## src/rtl/fp_conv_pkg.sv

```systemverilog
// rtl/fp_conv_pkg.sv - shared widths, limits and FSM states for the fp converter
package fp_conv_pkg;

    localparam int D_W = 12;
    localparam int E_W = 3;
    localparam int F_W = 4;

    localparam logic [E_W-1:0] E_MAX   = 3'd7;
    localparam logic [F_W-1:0] F_MAX   = 4'b1111;
    localparam logic [F_W-1:0] F_CARRY = 4'b1000;

    typedef enum logic [1:0] {
        ST_IDLE  = 2'd0,
        ST_NORM  = 2'd1,
        ST_ROUND = 2'd2,
        ST_DONE  = 2'd3
    } state_e;

endpackage

```

## src/rtl/fp_abs_sat.sv

```systemverilog
// rtl/fp_abs_sat.sv - two's-complement to sign/magnitude with saturation of the most negative code
module fp_abs_sat
    import fp_conv_pkg::*;
(
    input  logic [D_W-1:0] d_i,
    output logic           sign_o,
    output logic [D_W-1:0] mag_o
);

    always_comb begin
        sign_o = d_i[D_W-1];
        mag_o  = d_i;
        // -2048 has no positive counterpart in 12 bits, so clamp to +2047
        if (d_i == {1'b1, {(D_W-1){1'b0}}}) begin
            mag_o = {1'b0, {(D_W-1){1'b1}}};
        end else if (d_i[D_W-1]) begin
            mag_o = ~d_i + {{(D_W-1){1'b0}}, 1'b1};
        end
    end

endmodule

```

## src/rtl/fp_convert_seq.sv

```systemverilog
// rtl/fp_convert_seq.sv - sequential 12-bit integer to S/E3/F4 float converter with handshakes
module fp_convert_seq
    import fp_conv_pkg::*;
(
    input  logic           clk,
    input  logic           rst_n,
    input  logic           in_valid,
    output logic           in_ready,
    input  logic [D_W-1:0] D,
    output logic           out_valid,
    input  logic           out_ready,
    output logic           S,
    output logic [E_W-1:0] E,
    output logic [F_W-1:0] F,
    output logic           busy
);

    state_e          state_q;
    logic [D_W-1:0]  m_q;
    logic [E_W-1:0]  e_q;
    logic            sign_q;
    logic            s_q;
    logic [E_W-1:0]  e_out_q;
    logic [F_W-1:0]  f_out_q;

    logic            abs_sign;
    logic [D_W-1:0]  abs_mag;
    logic [F_W-1:0]  sig;
    logic            fifth;
    logic [E_W-1:0]  e_rnd_d;
    logic [F_W-1:0]  f_rnd_d;

    fp_abs_sat u_abs (
        .d_i    (D),
        .sign_o (abs_sign),
        .mag_o  (abs_mag)
    );

    assign sig   = m_q[D_W-2 -: F_W];
    assign fifth = m_q[D_W-2-F_W];

    // Round half up on the bit below the significand; a carry out renormalises
    // to 1000 with the exponent bumped, except at the top where it saturates.
    always_comb begin
        e_rnd_d = e_q;
        f_rnd_d = sig;
        if (fifth) begin
            if (sig != F_MAX) begin
                f_rnd_d = sig + {{(F_W-1){1'b0}}, 1'b1};
            end else if (e_q != E_MAX) begin
                e_rnd_d = e_q + {{(E_W-1){1'b0}}, 1'b1};
                f_rnd_d = F_CARRY;
            end else begin
                e_rnd_d = E_MAX;
                f_rnd_d = F_MAX;
            end
        end
    end

    always_ff @(posedge clk or negedge rst_n) begin
        if (!rst_n) begin
            state_q <= ST_IDLE;
            m_q     <= '0;
            e_q     <= '0;
            sign_q  <= 1'b0;
            s_q     <= 1'b0;
            e_out_q <= '0;
            f_out_q <= '0;
        end else begin
            case (state_q)
                ST_IDLE: begin
                    if (in_valid) begin
                        sign_q  <= abs_sign;
                        m_q     <= abs_mag;
                        e_q     <= E_MAX;
                        state_q <= ST_NORM;
                    end
                end
                ST_NORM: begin
                    // e==0 stops a small value early: it stays a denormal
                    if (e_q == '0 || m_q[D_W-2]) begin
                        state_q <= ST_ROUND;
                    end else begin
                        m_q <= m_q << 1;
                        e_q <= e_q - {{(E_W-1){1'b0}}, 1'b1};
                    end
                end
                ST_ROUND: begin
                    s_q     <= sign_q;
                    e_out_q <= e_rnd_d;
                    f_out_q <= f_rnd_d;
                    state_q <= ST_DONE;
                end
                ST_DONE: begin
                    if (out_ready) begin
                        state_q <= ST_IDLE;
                    end
                end
                default: state_q <= ST_IDLE;
            endcase
        end
    end

    assign in_ready  = (state_q == ST_IDLE);
    assign out_valid = (state_q == ST_DONE);
    assign busy      = (state_q != ST_IDLE);
    assign S         = s_q;
    assign E         = e_out_q;
    assign F         = f_out_q;

endmodule

```

## config.mk

```make
export PLATFORM = sky130hd
export DESIGN_NAME = fp_convert_seq
export DESIGN_NICKNAME = d
export VERILOG_FILES = /design/src/rtl/fp_conv_pkg.sv /design/src/rtl/fp_abs_sat.sv /design/src/rtl/fp_convert_seq.sv
export SDC_FILE = /design/constraint.sdc
export NUM_CORES = 1
export LEC_CHECK = 0
export BUFFER_PORTS_ARGS = -buffer_cell sky130_fd_sc_hd__clkbuf_2
export CAP_MARGIN = 10
export CORE_MARGIN = 2
export CORE_UTILIZATION = 52
export CTS_BUF_LIST = sky130_fd_sc_hd__clkbuf_4
export DETAILED_ROUTE_END_ITERATION = 12
export HOLD_SLACK_MARGIN = 0.12
export PLACE_DENSITY = 0.9
export SLEW_MARGIN = 40
export SYNTH_ARGS = -nofsm -noshare
export SYNTH_HDL_FRONTEND = slang
export SYNTH_SLANG_ARGS = --single-unit
```

## constraint.sdc

```tcl
create_clock -name clk -period 2.1 [get_ports clk]
set_input_delay 0.525 -clock clk [delete_from_list [all_inputs] [get_ports clk]]
set_output_delay 0.525 -clock clk [all_outputs]
set_load 0.005 [all_outputs]
```

# Word-level counts from Yosys, hierarchy flattened

Cells that the tools add are included.

Add/sub/neg operators: 4
Multiply operators: 0
Div/mod/pow operators: 0
$lt $le $gt $ge: 0
Equality and inequality tests: 10
Shift-type cells: 0
Mux-type cells: 18
Bitwise logic cells: 1
Reductions and logical operators: 8

Operators by type and width:

| operator                                              | count |
|---|---|
| two-way mux 11 bit                                    | 4 |
| one-hot mux 11 bit (2 select lines)                   | 1 |
| two-way mux 3 bit                                     | 6 |
| equality test 12 bit, second input constant           | 1 |
| adder 11 x 1 -> 11 bit, second input constant         | 1 |
| inverter 11 bit                                       | 1 |
| two-way mux 4 bit                                     | 2 |
| one-hot mux 2 bit (4 select lines)                    | 1 |
| two-way mux 2 bit                                     | 3 |
| inequality test 2 bit, second input constant          | 3 |
| one-hot mux 3 bit (2 select lines)                    | 1 |
| AND reduction 3 bit                                   | 2 |
| adder 4 x 1 -> 4 bit, second input constant           | 1 |
| equality test 2 bit, second input constant            | 2 |
| inequality test 4 bit, second input constant          | 1 |
| nonzero test 2 bit                                    | 2 |
| adder 3 x 1 -> 3 bit, second input constant           | 1 |
| zero test 3 bit                                       | 1 |
| inequality test 3 bit, second input constant          | 1 |
| subtractor 3 x 1 -> 3 bit, second input constant      | 1 |
| equality test 2 x 1 -> 1 bit, second input constant   | 1 |
| zero test 2 bit                                       | 1 |
| inequality test 2 x 1 -> 1 bit, second input constant | 1 |
| AND reduction 2 bit                                   | 1 |
| logical OR 1 bit                                      | 1 |

Register bits: 25
Bits in latches: 0
RAM bits: 0
Bits in read-only memories: 0
Input port bits: 16
Memories kept: 0

# Longest topological paths before layout

Word-level depth: 6
Gate-level depth with buffers: 9
Mapped depth without buffers: 7

# Hierarchy

A second synthesis with hierarchy kept.

Cells, all modules: 188
Area, all modules: 1710.4 um^2

Modules (own cells, without submodules):

| module         | instances | cells each | area an instance (um^2) | sequential area each (um^2) |
|---|---|---|---|---|
| fp_convert_seq | 1         | 141        | 1402.6                  | 625.6 |
| fp_abs_sat     | 1         | 47         | 307.8                   | 0.0 |

# Worst setup path before layout

Ideal clock, no wire load.

Path kind: input-to-reg
From: input port D[1]
To: register m_q[3]
Library setup time: 65 ps
Arrival time: 2056 ps
Required time: 2035 ps
Slack: -20 ps
Stages on the path: 7
Buffers on the path: 0
Cells stage by stage: inv_1 -> ha_1 -> or4b_4 -> nor4_4 -> a21oi_2 -> o311ai_2 -> o21a_1

Longest elaborated chain between the ends: 6
Elaborated cells on any way between the ends: 7
Classes of those cells: add/sub: 1; eq/ne: 1; mux: 4; bitwise: 1

RTL lines:

| element                               | line                 | source |
|---|---|---|
| from (decl)                           | fp_convert_seq.sv:9  | `input logic [D_W-1:0] D,` |
| inverter 11 bit                       | fp_abs_sat.sv:17     | `mag_o = ~d_i + {{(D_W-1){1'b0}}, 1'b1};` |
| adder 11 x 1 -> 11 bit                | fp_abs_sat.sv:17     |  |
| two-way mux 11 bit                    | fp_abs_sat.sv:16     | `end else if (d_i[D_W-1]) begin` |
| two-way mux 11 bit *                  | fp_abs_sat.sv:14     | `if (d_i == {1'b1, {(D_W-1){1'b0}}}) begin` |
| two-way mux 11 bit *                  | fp_convert_seq.sv:72 | `if (in_valid) begin` |
| one-hot mux 11 bit (2 select lines) * | fp_convert_seq.sv:70 | `case (state_q)` |
| to (signal assigned)                  | fp_convert_seq.sv:74 | `m_q <= abs_mag;` |
| to (signal assigned)                  | fp_convert_seq.sv:84 | `m_q <= m_q << 1;` |
| to (decl)                             | fp_convert_seq.sv:19 | `logic [D_W-1:0] m_q;` |

Every way passes the cells marked *; elsewhere a longest branch is shown, timed or not. The select of a mux whose other input is x is not followed.
A chain may end at the register's enable or synchronous reset.

# Worst setup path after layout

From: register state_q[1]
To: register m_q[4]

Longest elaborated chain between the ends: 3
Elaborated cells on any way between the ends: 7
Classes of those cells: eq/ne: 3; mux: 1; reduce/logical: 3

RTL lines:

| element                                                                      | line                 | source |
|---|---|---|
| from (decl)                                                                  | fp_convert_seq.sv:18 | `state_e state_q;` |
| from (signal assigned)                                                       | fp_convert_seq.sv:62 | `state_q <= ST_IDLE;` |
| from (signal assigned)                                                       | fp_convert_seq.sv:76 | `state_q <= ST_NORM;` |
| from (signal assigned)                                                       | fp_convert_seq.sv:82 | `state_q <= ST_ROUND;` |
| equality test 2 x 1 -> 1 bit or zero test 2 bit (tied branches)              | fp_convert_seq.sv:70 |  |
| inequality test 2 bit (no source line) or nonzero test 2 bit (tied branches) | -                    |  |
| AND reduction 3 bit (no source line)                                         | -                    |  |

Parallel ways exist; a longest one is shown, timed or not.

==> run_results.csv <==
group,metric,value,unit
outcome,status,"completed",
power_and_ir_drop,p_per_area,1270,nW/um^2
worst_setup_path,critPathKind,"reg2reg",
timing,layout_min_cycle_time,2.015,ns
timing,slew_violations,0,
timing,skew,0.007121,ns
global_route,grt_usage,0.2164,
power_and_ir_drop,p_int,1.423,mW
global_route,grt_max_degree,26,
power_and_ir_drop,leakage,0.9142,nW
logic_synthesis,yosysWarnings,0,
clocking,clk_latency,0.31,ns
clocking,cts_tree,"yes",
logic_synthesis,synth_area_per_cell,8.827,um^2
logic_synthesis,ys_seq_area_frac,0.3894,
power_and_ir_drop,p_sw,1.038,mW
power_and_ir_drop,seq_power_share,0.363,
worst_setup_path,r2r_cells,8,
final_layout,syn2layout_area_growth,20.64,%
power_and_ir_drop,swShare,0.4216,
power_and_ir_drop,total_power,2.461,mW
logic_synthesis,synth_flop_cell,"dfrtp_1",
global_route,grt_pass1_wl,5740,um
worst_setup_path,regToRegStartpoint,"state_q[1]",
die,start_util,0.5350,
final_layout,fillCellCount,264,
detailed_routing,routed_wl,3394,um
logic_synthesis,syn_inst,182,
timing,timing.final.ws_setup,0.08507,ns
die,num_rows,20,
die,fp.dieW,59.59,um
clocking,cts_buffers,3,
worst_setup_path,required,2.32,ns
detailed_routing,detail_route.wl_per_cell,13.36,um
detailed_routing,drcViolationCount,0,
global_route,antenna_found_initial,0,
worst_setup_path,cp_data_arrival_time,2.23,ns
timing,hold_ws,0.1858,ns
timing,relSlewSlack,0.6059,
detailed_routing,vias_per_cell,5.610,
logic_synthesis,ys_seq_elements,25,
global_route,grt_overflow,0,
final_layout,layout-drive-gt1-share,0.2896,
placement,place_area,1888,um^2
flow_run,drv_cap,0,
timing,finalHoldViolCount,0,
detailed_routing,ant_nets,0,
final_layout,post-route-util,0.6454,
worst_setup_path,critPathCaptureType,"flop",
final_layout,design_area,1938,um^2
die,die_y,59.59,um
power_and_ir_drop,pwr-share-comb,0.548,
power_and_ir_drop,ir_drop,394.6,uV
worst_setup_path,path_max_fanout,12,
final_layout,nNetsFinal,247,
worst_setup_path,crit_path_start,"state_q[1]",
min_path,hold_path.class,"in2async",
timing,tightest_slew,0.5911,ns
placement,gp_congestion,0.8131,
timing,fmax,0.4963,GHz
timing,fin_crit_sh,0.9595,
clocking,clkTransAtPathRegs,0.13,ns
placement,dp_slack,-0.1878,ns
detailed_routing,dr.first_iter.drc_count,52,
detailed_routing,first_pass_iters,5,
placement,dpl.hpwl,2640,um
die,core,3003,um^2
die,io_pins,27,
placement,numPortBuffers,26,
logic_synthesis,synth_nets,207,
final_layout,seqCellArea,625.6,um^2
detailed_routing,num_vias,1425,
worst_setup_path,slowest_delay,0.43,ns
clocking,cts_buffer_depth,2,
timing,rsz0062_at_grt,"no",
clocking,clockRootBuffer,"clkbuf_4",
final_layout,antenna_cells,0,
worst_setup_path,path_cells,"inv_1, ha_1, inv_1, a211oi_4, buf_4, a2bb2oi_1, buf_4, mux2_2",
clocking,htree_levels,1,
logic_synthesis,synth_edf_count,0,
global_route,first_global_vias,1312,
power_and_ir_drop,pwr-share-clk,0.089,
timing,setup_viol,0,
logic_synthesis,async_flop_share,1.000,
final_layout,multi_input_area,904.6,um^2
worst_setup_path,start_kind,"flop",
logic_synthesis,synth_cell_type_count,45,
clocking,clock-sinks,25,
worst_setup_path,crit_slowest_cell,"dfrtp_1",
die,die_area,3550,um^2
logic_synthesis,synth_area,1607,um^2
==> stage by stage <==
| step | setup TNS [ns] | instances |
|---|---|---|
| 2_1_floorplan | 0 | 182 |
| 3_3_place_gp | -0.5691 | 249 |
| 4_1_cts | 0 | 253 |
| 6_report | 0 | 254 |
| 5_1_grt | 0 | 254 |
| 3_5_place_dp | -1.108 | 249 |
==> cell type report <==
type / count / area share
clock buffers: 4 / 0.01549
inverters: 19 / 0.03680
multi-input cells: 129 / 0.4668
flip-flops and latches: 25 / 0.3228
well taps: 33 / 0.02130
repair buffers: 44 / 0.1369
==> worst max-delay path: cells and delay by family (launching register included) <==
family,cells,cell delay (ns)
buffers and inverters,4,0.56
flip-flops,1,0.43
AO/OA/AOI/OAI,2,0.41
multiplexers,1,0.34
adder cells (fa/ha/maj),1,0.18
==> Yosys cell counts (2+ instances only) <==
master | instances | share of area
a21oi_1 | 13 | 0.040
clkbuf_1 | 7 | 0.016
dfrtp_1 | 25 | 0.39
o22ai_1 | 4 | 0.016
xor2_1 | 2 | 0.011
xnor2_1 | 2 | 0.011
nand4_1 | 2 | 0.0078
o21ai_1 | 3 | 0.0093
o211ai_1 | 3 | 0.014
a31oi_1 | 4 | 0.016
o311ai_0 | 2 | 0.011
o311a_1 | 2 | 0.012
mux2_2 | 4 | 0.028
nor3_1 | 4 | 0.012
ha_1 | 9 | 0.070
nand3_1 | 3 | 0.0093
o221ai_1 | 2 | 0.011
nor2_1 | 13 | 0.030
or2_2 | 2 | 0.0078
nand2_1 | 19 | 0.044
o21ai_0 | 14 | 0.044
inv_1 | 19 | 0.044
nor4_4 | 2 | 0.026
==> cells in the final DEF (no fill, tap or decap), drive strengths merged, types with 2 or more instances in the layout <==
cell type	instances
clkbuf	30
xor2	2
o311a	2
ha	9
o221ai	2
inv	19
nand2	19
nand4	2
a31oi	4
nand3	3
o211ai	3
or2	2
mux2	4
buf	18
o22ai	4
dfrtp	25
o21ai	17
nor4	2
xnor2	2
nor3	4
nor2	13
a21oi	14
o311ai	3
==> path summary, 6_finish.rpt <==
kind                       slack, ns      to
min                             0.19    E[2]
max reg2reg                     0.09  m_q[4]
min in group clk                0.50  sign_q
max                             0.09  m_q[4]
max in group asynchronous       1.53  m_q[7]
min reg2reg                     0.50  m_q[0]
==> cells by family after synthesis <==
logic type                 synth area share
adders and majority gates           0.07009
and+or+nand+nor                      0.1706
DFF                                  0.3894
buffers and inverters               0.06698
xor gates and xnor gates            0.02181
AOI/OAI and AO/OA                    0.2469
muxes                               0.03427
==> power by group through the flow <==
stage | sequential, mW | clock [mW] | combinational [mW]
detailed placement | 0.906 | 0 | 1.32
floorplan | 0.857 | 0 | 0.923
CTS | 0.897 | 0.227 | 1.33
global route | 0.926 | 0.252 | 1.53
global placement | 0.889 | 0 | 1.26
finish | 0.894 | 0.219 | 1.35
==> sequential cells by signal, indices dropped and copies added (netlist names) <==
register	flops
m_q	11
S	1
e_q	3
F	4
state_q	2
E	3
sign_q	1
==> layer usage <==
metal	vias to the layer above	routed length (um)	track usage
met5	-	0	0
met1	644	1499	0.2613
met3	4	135	0.03712
li1	734	-	-
met2	43	1712	0.3642
met4	0	47	0.1175
==> timing repair <==
action / in CTS / in global routing
endpoints found under the hold margin: 0 / 0
hold buffers: 0 / 0
endpoints found under the setup margin: 2 / 1
buffers inserted: 0 / 1
gates resized for setup: 1 / 1
(Power assumes the default switching activity.)
